<file path="src/rtl/pipe_ctrl_pkg.sv">
// Shared definitions for the pipeline controller: stall vector width,
// stall masks and controller state codes.
package pipe_ctrl_pkg;

  localparam int STALL_W = 6;

  // Stall bit order: [0]PC [1]IF [2]ID [3]EX [4]MEM [5]WB
  localparam logic [STALL_W-1:0] STALL_NONE = 6'b000000;
  localparam logic [STALL_W-1:0] STALL_ALL  = 6'b111111;
  localparam logic [STALL_W-1:0] STALL_MEM  = 6'b011111;
  localparam logic [STALL_W-1:0] STALL_LU   = 6'b000111;
  localparam logic [STALL_W-1:0] STALL_IF   = 6'b000011;

  typedef enum logic {
    ST_RUN     = 1'b0,
    ST_DISCARD = 1'b1
  } ctrl_state_t;

endpackage

</file>
<file path="src/rtl/pipe_ctrl_if.sv">
// Control bundle between the pipeline datapath (master) and pipe_ctrl (slave).
interface pipe_ctrl_if
  import pipe_ctrl_pkg::*;
();

  logic               rdy_in;
  logic               stallreq_if_in;
  logic               stallreq_mem_in;
  logic               if_busy_in;
  logic               if_fetch_done_in;
  logic               ex_is_load_in;
  logic               ex_wr_in;
  logic [4:0]         ex_rsd_in;
  logic [4:0]         id_rs1_in;
  logic [4:0]         id_rs2_in;
  logic               id_rs1_rd_in;
  logic               id_rs2_rd_in;
  logic               br_taken_in;
  logic [31:0]        br_target_in;
  logic [STALL_W-1:0] stall_out;
  logic               flush_out;
  logic               redirect_valid_out;
  logic [31:0]        redirect_pc_out;
  logic               if_discard_out;
  logic               hang_out;

  modport master (
    output rdy_in, stallreq_if_in, stallreq_mem_in, if_busy_in, if_fetch_done_in,
           ex_is_load_in, ex_wr_in, ex_rsd_in, id_rs1_in, id_rs2_in,
           id_rs1_rd_in, id_rs2_rd_in, br_taken_in, br_target_in,
    input  stall_out, flush_out, redirect_valid_out, redirect_pc_out,
           if_discard_out, hang_out
  );

  modport slave (
    input  rdy_in, stallreq_if_in, stallreq_mem_in, if_busy_in, if_fetch_done_in,
           ex_is_load_in, ex_wr_in, ex_rsd_in, id_rs1_in, id_rs2_in,
           id_rs1_rd_in, id_rs2_rd_in, br_taken_in, br_target_in,
    output stall_out, flush_out, redirect_valid_out, redirect_pc_out,
           if_discard_out, hang_out
  );

endinterface

</file>
<file path="src/rtl/pipe_ctrl_hazard_detect.sv">
// Load-use hazard compare between the load in EX and the sources read in ID.
module pipe_ctrl_hazard_detect (
  input  logic       ex_is_load,
  input  logic       ex_wr,
  input  logic [4:0] ex_rsd,
  input  logic [4:0] id_rs1,
  input  logic [4:0] id_rs2,
  input  logic       id_rs1_rd,
  input  logic       id_rs2_rd,
  output logic       load_use
);

  logic rs1_hit;
  logic rs2_hit;

  // x0 is never a real destination, so it can never create a hazard.
  always_comb begin
    rs1_hit  = id_rs1_rd && (id_rs1 == ex_rsd);
    rs2_hit  = id_rs2_rd && (id_rs2 == ex_rsd);
    load_use = ex_is_load && ex_wr && (ex_rsd != 5'd0) && (rs1_hit || rs2_hit);
  end

endmodule

</file>
<file path="src/rtl/pipe_ctrl.sv">
// Central pipeline controller: stall vector, load-use bubble, branch
// flush/redirect, stale-fetch discard and memory-stall watchdog.
// Optional build macro PIPE_CTRL_PERF_EN adds saturating perf counters.
//
//  state      | meaning
//  -----------+-------------------------------------------------------------
//  ST_RUN     | normal operation, no stale fetch outstanding
//  ST_DISCARD | fetch issued before a redirect is still in flight; drop it
module pipe_ctrl
  import pipe_ctrl_pkg::*;
#(
  parameter int WDOG_MAX = 1024
`ifdef PIPE_CTRL_PERF_EN
  ,
  parameter int PERF_W   = 32
`endif
) (
  input  logic              clk_in,
  input  logic              rst_in,
  pipe_ctrl_if.slave        bus
`ifdef PIPE_CTRL_PERF_EN
  ,
  output logic [PERF_W-1:0] perf_cyc_out,
  output logic [PERF_W-1:0] perf_stall_out,
  output logic [PERF_W-1:0] perf_flush_out,
  output logic [PERF_W-1:0] perf_loaduse_out
`endif
);

  localparam int               WD_W    = $clog2(WDOG_MAX + 1);
  localparam logic [WD_W-1:0]  WD_LOAD = WD_W'(WDOG_MAX);

  ctrl_state_t        state_q, state_d;
  logic               load_use;
  logic               lu_stall;
  logic [STALL_W-1:0] stall;
  logic               flush;
  logic               redirect;
  logic [31:0]        redirect_pc;
  logic               discard;
  logic [WD_W-1:0]    wdog_rem_q;
  logic               hang_q;

  pipe_ctrl_hazard_detect u_hazard (
    .ex_is_load (bus.ex_is_load_in),
    .ex_wr      (bus.ex_wr_in),
    .ex_rsd     (bus.ex_rsd_in),
    .id_rs1     (bus.id_rs1_in),
    .id_rs2     (bus.id_rs2_in),
    .id_rs1_rd  (bus.id_rs1_rd_in),
    .id_rs2_rd  (bus.id_rs2_rd_in),
    .load_use   (load_use)
  );

  // Discard state register.
  always_ff @(posedge clk_in) begin
    if (rst_in) state_q <= ST_RUN;
    else        state_q <= state_d;
  end

  // Priority stall/flush decode and discard next-state; everything is held while rdy_in is low.
  always_comb begin
    stall       = STALL_NONE;
    flush       = 1'b0;
    redirect    = 1'b0;
    redirect_pc = 32'd0;
    discard     = 1'b0;
    lu_stall    = 1'b0;
    state_d     = state_q;
    if (!rst_in) begin
      if (!bus.rdy_in) begin
        stall = STALL_ALL;
      end else if (bus.stallreq_mem_in) begin
        // A taken branch stays in EX and is seen again once MEM completes.
        stall = STALL_MEM;
      end else if (bus.br_taken_in) begin
        flush       = 1'b1;
        redirect    = 1'b1;
        redirect_pc = bus.br_target_in;
      end else if (load_use) begin
        stall    = STALL_LU;
        lu_stall = 1'b1;
      end else if (bus.stallreq_if_in) begin
        stall = STALL_IF;
      end

      if (state_q == ST_DISCARD) begin
        discard = 1'b1;
        // ALL and MEM masks already cover the IF bubble bits.
        stall   = stall | STALL_IF;
      end

      if (bus.rdy_in) begin
        unique case (state_q)
          ST_RUN: begin
            if (flush && bus.if_busy_in && !bus.if_fetch_done_in) state_d = ST_DISCARD;
          end
          ST_DISCARD: begin
            // A new redirect means the next returning fetch is stale as well.
            if (!flush && bus.if_fetch_done_in) state_d = ST_RUN;
          end
          default: state_d = ST_RUN;
        endcase
      end
    end
  end

  // Watchdog: down-counter reloaded whenever MEM is not stalling; terminal count sets sticky hang.
  always_ff @(posedge clk_in) begin
    if (rst_in) begin
      wdog_rem_q <= WD_LOAD;
      hang_q     <= 1'b0;
    end else if (bus.rdy_in) begin
      if (bus.stallreq_mem_in) begin
        if (wdog_rem_q != '0)            wdog_rem_q <= wdog_rem_q - 1'b1;
        if (wdog_rem_q == WD_W'(1))      hang_q     <= 1'b1;
      end else begin
        wdog_rem_q <= WD_LOAD;
      end
    end
  end

  assign bus.stall_out          = stall;
  assign bus.flush_out          = flush;
  assign bus.redirect_valid_out = redirect;
  assign bus.redirect_pc_out    = redirect_pc;
  assign bus.if_discard_out     = discard;
  assign bus.hang_out           = hang_q;

`ifdef PIPE_CTRL_PERF_EN
  localparam logic [PERF_W-1:0] PERF_MAX = '1;

  logic [PERF_W-1:0] cyc_q, stall_cnt_q, flush_cnt_q, lu_cnt_q;

  // Saturating event counters, frozen together with the core.
  always_ff @(posedge clk_in) begin
    if (rst_in) begin
      cyc_q       <= '0;
      stall_cnt_q <= '0;
      flush_cnt_q <= '0;
      lu_cnt_q    <= '0;
    end else if (bus.rdy_in) begin
      if (cyc_q != PERF_MAX)                               cyc_q       <= cyc_q + 1'b1;
      if ((stall != STALL_NONE) && (stall_cnt_q != PERF_MAX)) stall_cnt_q <= stall_cnt_q + 1'b1;
      if (flush && (flush_cnt_q != PERF_MAX))              flush_cnt_q <= flush_cnt_q + 1'b1;
      if (lu_stall && (lu_cnt_q != PERF_MAX))              lu_cnt_q    <= lu_cnt_q + 1'b1;
    end
  end

  assign perf_cyc_out     = cyc_q;
  assign perf_stall_out   = stall_cnt_q;
  assign perf_flush_out   = flush_cnt_q;
  assign perf_loaduse_out = lu_cnt_q;
`else
  logic unused_lu;
  assign unused_lu = lu_stall;
`endif

endmodule

</file>
<file path="src/flat_wrapper.sv">
// flat-port wrapper written by rule: the top's interface ports become plain ports
module pipe_ctrl_flat import pipe_ctrl_pkg::*;
#(
  parameter int WDOG_MAX = 1024

)
  (clk_in, rst_in, bus_rdy_in, bus_stallreq_if_in, bus_stallreq_mem_in, bus_if_busy_in, bus_if_fetch_done_in, bus_ex_is_load_in, bus_ex_wr_in, bus_ex_rsd_in, bus_id_rs1_in, bus_id_rs2_in, bus_id_rs1_rd_in, bus_id_rs2_rd_in, bus_br_taken_in, bus_br_target_in, bus_stall_out, bus_flush_out, bus_redirect_valid_out, bus_redirect_pc_out, bus_if_discard_out, bus_hang_out);
  pipe_ctrl_if bus_i ();
  input  logic clk_in;
  input  logic rst_in;
  input wire logic [$bits(bus_i.rdy_in)-1:0] bus_rdy_in;
  input wire logic [$bits(bus_i.stallreq_if_in)-1:0] bus_stallreq_if_in;
  input wire logic [$bits(bus_i.stallreq_mem_in)-1:0] bus_stallreq_mem_in;
  input wire logic [$bits(bus_i.if_busy_in)-1:0] bus_if_busy_in;
  input wire logic [$bits(bus_i.if_fetch_done_in)-1:0] bus_if_fetch_done_in;
  input wire logic [$bits(bus_i.ex_is_load_in)-1:0] bus_ex_is_load_in;
  input wire logic [$bits(bus_i.ex_wr_in)-1:0] bus_ex_wr_in;
  input wire logic [$bits(bus_i.ex_rsd_in)-1:0] bus_ex_rsd_in;
  input wire logic [$bits(bus_i.id_rs1_in)-1:0] bus_id_rs1_in;
  input wire logic [$bits(bus_i.id_rs2_in)-1:0] bus_id_rs2_in;
  input wire logic [$bits(bus_i.id_rs1_rd_in)-1:0] bus_id_rs1_rd_in;
  input wire logic [$bits(bus_i.id_rs2_rd_in)-1:0] bus_id_rs2_rd_in;
  input wire logic [$bits(bus_i.br_taken_in)-1:0] bus_br_taken_in;
  input wire logic [$bits(bus_i.br_target_in)-1:0] bus_br_target_in;
  output wire logic [$bits(bus_i.stall_out)-1:0] bus_stall_out;
  output wire logic [$bits(bus_i.flush_out)-1:0] bus_flush_out;
  output wire logic [$bits(bus_i.redirect_valid_out)-1:0] bus_redirect_valid_out;
  output wire logic [$bits(bus_i.redirect_pc_out)-1:0] bus_redirect_pc_out;
  output wire logic [$bits(bus_i.if_discard_out)-1:0] bus_if_discard_out;
  output wire logic [$bits(bus_i.hang_out)-1:0] bus_hang_out;
  assign bus_i.rdy_in = bus_rdy_in;
  assign bus_i.stallreq_if_in = bus_stallreq_if_in;
  assign bus_i.stallreq_mem_in = bus_stallreq_mem_in;
  assign bus_i.if_busy_in = bus_if_busy_in;
  assign bus_i.if_fetch_done_in = bus_if_fetch_done_in;
  assign bus_i.ex_is_load_in = bus_ex_is_load_in;
  assign bus_i.ex_wr_in = bus_ex_wr_in;
  assign bus_i.ex_rsd_in = bus_ex_rsd_in;
  assign bus_i.id_rs1_in = bus_id_rs1_in;
  assign bus_i.id_rs2_in = bus_id_rs2_in;
  assign bus_i.id_rs1_rd_in = bus_id_rs1_rd_in;
  assign bus_i.id_rs2_rd_in = bus_id_rs2_rd_in;
  assign bus_i.br_taken_in = bus_br_taken_in;
  assign bus_i.br_target_in = bus_br_target_in;
  assign bus_stall_out = bus_i.stall_out;
  assign bus_flush_out = bus_i.flush_out;
  assign bus_redirect_valid_out = bus_i.redirect_valid_out;
  assign bus_redirect_pc_out = bus_i.redirect_pc_out;
  assign bus_if_discard_out = bus_i.if_discard_out;
  assign bus_hang_out = bus_i.hang_out;
  pipe_ctrl #(.WDOG_MAX(WDOG_MAX)) u_core (.clk_in(clk_in), .rst_in(rst_in), .bus(bus_i));
endmodule
</file>
<file path="config.mk">
export PLATFORM = sky130hd
export DESIGN_NAME = pipe_ctrl_flat
export DESIGN_NICKNAME = d
export VERILOG_FILES = /design/src/rtl/pipe_ctrl_pkg.sv /design/src/rtl/pipe_ctrl_if.sv /design/src/rtl/pipe_ctrl_hazard_detect.sv /design/src/rtl/pipe_ctrl.sv /design/src/flat_wrapper.sv
export SDC_FILE = /design/constraint.sdc
export NUM_CORES = 1
export LEC_CHECK = 0
export CAP_MARGIN = 20
export CORE_MARGIN = 10
export CORE_UTILIZATION = 33
export DETAILED_ROUTE_END_ITERATION = 7
export GPL_ROUTABILITY_DRIVEN = 0
export PLACE_DENSITY = 0.82
export SYNTH_ARGS = -nofsm -noshare
export SYNTH_HDL_FRONTEND = slang
export SYNTH_SLANG_ARGS = --single-unit
</file>
<file path="constraint.sdc">
create_clock -name clk_in -period 3.6 [get_ports clk_in]
set_clock_uncertainty 0.2 [all_clocks]
set_input_delay 0.72 -clock clk_in [delete_from_list [all_inputs] [get_ports clk_in]]
set_output_delay 0.72 -clock clk_in [all_outputs]
set_load 0.005 [all_outputs]
</file>
==> metrics.txt, run 1 <==
status=complete, no violations; CTS Hold Bufs=0; Final Max Tran Viols=0; Post-Syn Area per Cell=8.07 µm²; EDFF count, synth=0; endpoint type of the worst setup path=output pin; die width=between 70 and 80 µm; critical path fanouts, max=3; worst hold path class=reg2reg; GR Util met1=11.7%; Leak=roughly 0.84 nW; post-cts sizing count=0; ant diodes=0; CTS sink cnt=13; sequential area share after synthesis=23.5%; TritonCTS Buffers=3; Synth async-reset ratio=0%; clk slew on worst S/H paths=0.08 ns; filler cell count=between 200 and 300; fmax=about 0.29 GHz; sequential cell area=260 µm²; Worst-Margin Slew=0.397 ns; number of vias per cell=between 4 and 5; core region area=3130 µm²; Post-CTS Setup Inserts=0; 1st-pass router iterations=4; first-pass GRT wire length=7310 µm; cells taking the most area after synthesis=dfxtp_1, and2_1, xor2_1; main flop type after synthesis=dfxtp_1; final hold violation count=0; unrepaired setup endpoints after global routing=no; Cell Area, Synth=between 1000 and 1500 µm²; Slew headroom=about 73%; P per Cell Area=~220 nW/µm²; Root Buffer=clkbuf_4; min Tclk post-route=3.47 ns; DR iter-0 viols=71; die height=77.9 µm; most frequent cell after synthesis=and2_1; setup TNS=0 ns; library cells used by synthesis=37; CP Launch Type=primary input; total gr overflow=0; share of layout cells above drive strength 1=6.90%; Final period util=96.4%; initial antenna violation count=0; # setup viols final=0; vias in the first global route=~1500; post-route ant nets=0; I/O pin count=101; Max-Cap Viols=0; GR Util met2=between 20% and 30%; Syn Nets=198; GRT Overall Usage=15.1%; row count=20; multi-input logic area=793 µm²; routed wire length per instance=about 17 µm; Die ar.=6070 µm²; Synth top area share=23.5%; Gate Count Post-Synth=137; area leader, netlist=dfxtp_1; YS warnings=0; WS Path Type=in2out; drt drc=0; number of synthesized register bits=13; Starting Density=between 30 and 40%; critical path arrival=2.55 ns; clk buf depth=2; worst vdd ir=0.128 mV; fin nets=294; gr busiest metal=met2; Clk Latency, worst-skew pair=between 0.2 and 0.3 ns; CTS tree=built; pin count of the biggest net entering global routing=37; input/output buffers=100; P&R area growth vs syn=97.9%; H-tree depth=1; met3 Resource Use GR=11.4%; routed vias=1326; Final Util=70.0%; worst path required time=2.68 ns; top cells by count, synth=and2_1, dfxtp_1, xor2_1; final WL=4780 µm; Post-DP HPWL=4170 µm
cells in the final DEF, fill, tap and decap left out, types with 3 or more instances in the layout:
master and count:
xor2_1 12, inv_1 5, and2_1 32, o21ai_0 3, clkdlybuf4s50_1 98, nand2_1 4, or4_1 5, dfxtp_1 13
a21oi_1 5, xnor2_1 4, clkbuf_4 3, nor2_1 11
power breakdown:
group	switching, mW	leakage [nW]	internal (mW)
Combinational	0.0872	0.715	0.127
Clock	0.0534	0.0177	0.0413
Sequential	0.0179	0.106	0.159
layout make-up:
type	count	area share (%)
clock inverter	1	0.229
multi-input combinational	108	36.2
clock buffer	3	1.03
sequential	13	11.9
timing repair buffer	102	47.2
tap	44	2.52
inverter	5	0.858
registers in the layout, summed over array words and instances, names as in the netlist:
| register | count |
|---|---|
| u_core.bus.hang_out | 1 |
| u_core.wdog_rem_q | 11 |
| u_core.state_q | 1 |
cells by family (layout without fill, tap and decap cells):
logic type               count (synthesis)  count (layout)  synth area share [%]
flip-flops                              13              13                  23.5
AND/OR/NAND/NOR                         70              70                  39.4
adder cells (fa/ha/maj)                  2               2                  2.26
AO/OA/AOI/OAI                           20              20                  15.3
XOR/XNOR                                16              16                  12.7
buffers and inverters                   16             111                  6.90
final timing paths:
kind                          from                     to  slack, ns  depth (start not counted)
max               bus_ex_rsd_in[2]       bus_stall_out[2]       0.13                          5
min          u_core.wdog_rem_q[10]  u_core.wdog_rem_q[10]       0.28                          2
max reg2reg   u_core.wdog_rem_q[0]   u_core.wdog_rem_q[9]       1.44                          6
min reg2reg  u_core.wdog_rem_q[10]  u_core.wdog_rem_q[10]       0.28                          2
worst max-delay path: stages:
cell	delay [ns]
clkdlybuf4s50_1	0.47
or4_1	0.56
o2111ai_2	0.20
o21ai_0	0.12
clkdlybuf4s50_1	0.47
stage by stage:
| stage | power, mW | cells | setup WS (ns) | hold WS (ns) | instance area (µm²) |
|---|---|---|---|---|---|
| floorplan | 0.285 | 137 | 0.806 | 0.234 | 1110 |
| global placement | 0.383 | 272 | 0.0763 | 0.250 | 2140 |
| finish | 0.485 | 276 | 0.128 | 0.280 | 2190 |
| global route | 0.517 | 276 | 0.00347 | 0.323 | 2190 |
| detailed placement | 0.392 | 272 | 0.0172 | 0.271 | 2140 |
| CTS | 0.486 | 276 | 0.00824 | 0.282 | 2160 |
metal layers:
metal,wire length (µm),vias up
met4,82,0
met5,0,-
li1,-,661
met3,779,6
met2,2450,71
met1,1460,588
(Power assumes the default switching activity.)
==> run 2: changes to the inputs <==
Settings changed: CORE_ASPECT_RATIO set to 1.25.
==> run 2 against run 1 <==
  * Sequential share of layout area barely moved
  * Non-clock buffer count rose by 1
  * Clock-buffer cell count rose by 1
  * Register-to-register slack improved by 0.06 ns
  * First-iteration DRC count fell by 62%
  * Utilization fell by 2.1 points
  * Fmax rose by 0.59%
  * Global-route usage fell by 0.47 points
  * Hold slack got worse by 0.016 ns
  * Cell area fell by 0.11%
==> metrics.txt, run 2 (synthesis gave the netlist of run 1 again) <==
status=complete, no violations; 1st-pass router iterations=4 (unchanged); routed wire length per instance=17.0 µm (-1.8%); min Tclk post-route=3.45 ns (-0.0203 ns); worst path required time=2.68 ns (about the same); critical path fanouts, max=3 (unchanged); fmax=0.290 GHz (+0.59%); die height=84.7 µm (+8.8%); CTS sink cnt=13 (unchanged); row count=23 (+15%); max FFs per register=11 (unchanged); H-tree depth=1 (unchanged); drt drc=0 (unchanged); Slew headroom=71.9% (-1.3 points); Worst-Margin Slew=0.416 ns (+0.0192 ns); input/output buffers=100 (unchanged); P per Cell Area=236 nW/µm² (+6.6%); P&R area growth vs syn=97.6%; commonest cells after routing, fill and taps aside=clkdlybuf4s50_1, and2_1, dfxtp_1, xor2_1, nor2_1; worst hold path class=reg2reg; Final period util=95.9% (-0.56 points); Top reg by flops=u_core.wdog_rem_q; CTS Hold Bufs=0 (unchanged); core region area=3220 µm² (+3.0%); most common cell after layout, fill and taps aside=clkdlybuf4s50_1; Starting Density=34.3% (-1.0 points); Die ar.=6080 µm² (+0.23%); Leak=0.847 nW (+1.0%); setup TNS=0 ns (unchanged); critical path arrival=2.53 ns (-0.02 ns); first-pass GRT wire length=7180 µm (-1.8%); Root Buffer=clkbuf_8; Top Metal Used=met4; clk slew on worst S/H paths=0.06 ns (-0.02 ns); TritonCTS Buffers=3 (unchanged); wire length on met2=2580 µm (+5.3%); min setup slack post-route=0.149 ns (+0.0203 ns); die width=71.8 µm (-7.9%); total gr overflow=0 (unchanged); vias in the first global route=1372 (-7.8%); WS Path Type=in2out; DR WL met3=403 µm (-48%); WHS=0.264 ns (-0.0161 ns); I/O pin count=101 (unchanged); final hold violation count=0 (unchanged); ant diodes=0 (unchanged); unrepaired setup endpoints after global routing=no; Clk Latency, worst-skew pair=0.24 ns (-0.04 ns); Post-Place Setup Slack=0.0533 ns (+0.0361 ns); fin nets=295 (+0.34%); share of layout cells above drive strength 1=5.58% (-1.3 points); CTS tree=built; number of vias per cell=4.73 (-1.5%); Post-CTS Setup Inserts=0 (unchanged); post-route ant nets=0 (unchanged); endpoint type of the worst setup path=output pin; DR iter-0 viols=27 (-62%); final WL=4590 µm (-3.9%); Post-DP HPWL=3990 µm (-4.2%); CP Launch Type=primary input; initial antenna violation count=0 (unchanged); Max-Cap Viols=0 (unchanged); pin count of the biggest net entering global routing=37 (unchanged); routed vias=1278 (-3.6%); clk buf depth=2 (unchanged); Final Power=517 µW (+6.5%); # setup viols final=0 (unchanged); Final Max Tran Viols=0 (unchanged); worst vdd ir=0.235 mV (+84%); M1 WL=1560 µm (+6.6%); GRT Overall Usage=14.6% (-0.47 points)
## run 2: cell count changes in the layout (fill, tap and decap cells not counted), moves of 2 or more
cell and change:
clkbuf_4 -3, clkbuf_8 +3, nor4_1 +2, nor4_2 -2
## run 2: area by class of cell
type | count | area [µm²]
Inverter | 5 | 18.8
Tap cell | 37 | 46.3
Multi-Input combinational cell | 108 | 774
Fill cell | 249 | 1040
Clock buffer | 4 | 45.0
Timing Repair Buffer | 103 | 1040
Sequential cell | 13 | 260
## run 2: worst paths after layout
kind | slack, ns | depth (start not counted) | from | to
max | 0.15 | 5 | bus_ex_rsd_in[2] | bus_stall_out[2]
min | 0.26 | 2 | u_core.wdog_rem_q[10] | u_core.wdog_rem_q[10]
max reg2reg | 1.50 | 6 | u_core.wdog_rem_q[0] | u_core.wdog_rem_q[9]
min reg2reg | 0.26 | 2 | u_core.wdog_rem_q[10] | u_core.wdog_rem_q[10]
## run 2: repair_timing
| item | 4_1_cts | 5_1_grt |
|---|---|---|
| setup endpoints to repair | 0 | 2 |
| gates resized for setup | 0 | 2 |
| hold endpoints to repair | 0 | 0 |
## run 2: worst max-delay path, stage by stage
cell             delay (ns)
clkdlybuf4s50_1        0.46
or4_1                  0.54
o2111ai_1              0.22
o21ai_0                0.12
clkdlybuf4s50_1        0.47
## run 2: metal layers
layer,global-route usage (%),up-vias
met5,0,-
met4,3.70,0
met3,6.24,4
met2,27.2,54
met1,14.2,557
li1,-,663
## run 2: power breakdown
group          internal, mW  switching (mW)  leakage (nW)
sequential            0.159          0.0173         0.106
combinational         0.127          0.0840         0.718
clock                0.0782          0.0518        0.0228
total                 0.364           0.153         0.847
## run 2: metrics by stage
step / instance area [µm²] / std cells / utilization, %
2_1_floorplan: 1110 / 137 / -
3_3_place_gp: 2140 / 266 / 66.3
3_5_place_dp: 2140 / 266 / 66.3
4_1_cts: 2180 / 270 / 67.7
5_1_grt: 2190 / 270 / 67.8
6_report: 2190 / 270 / 67.8
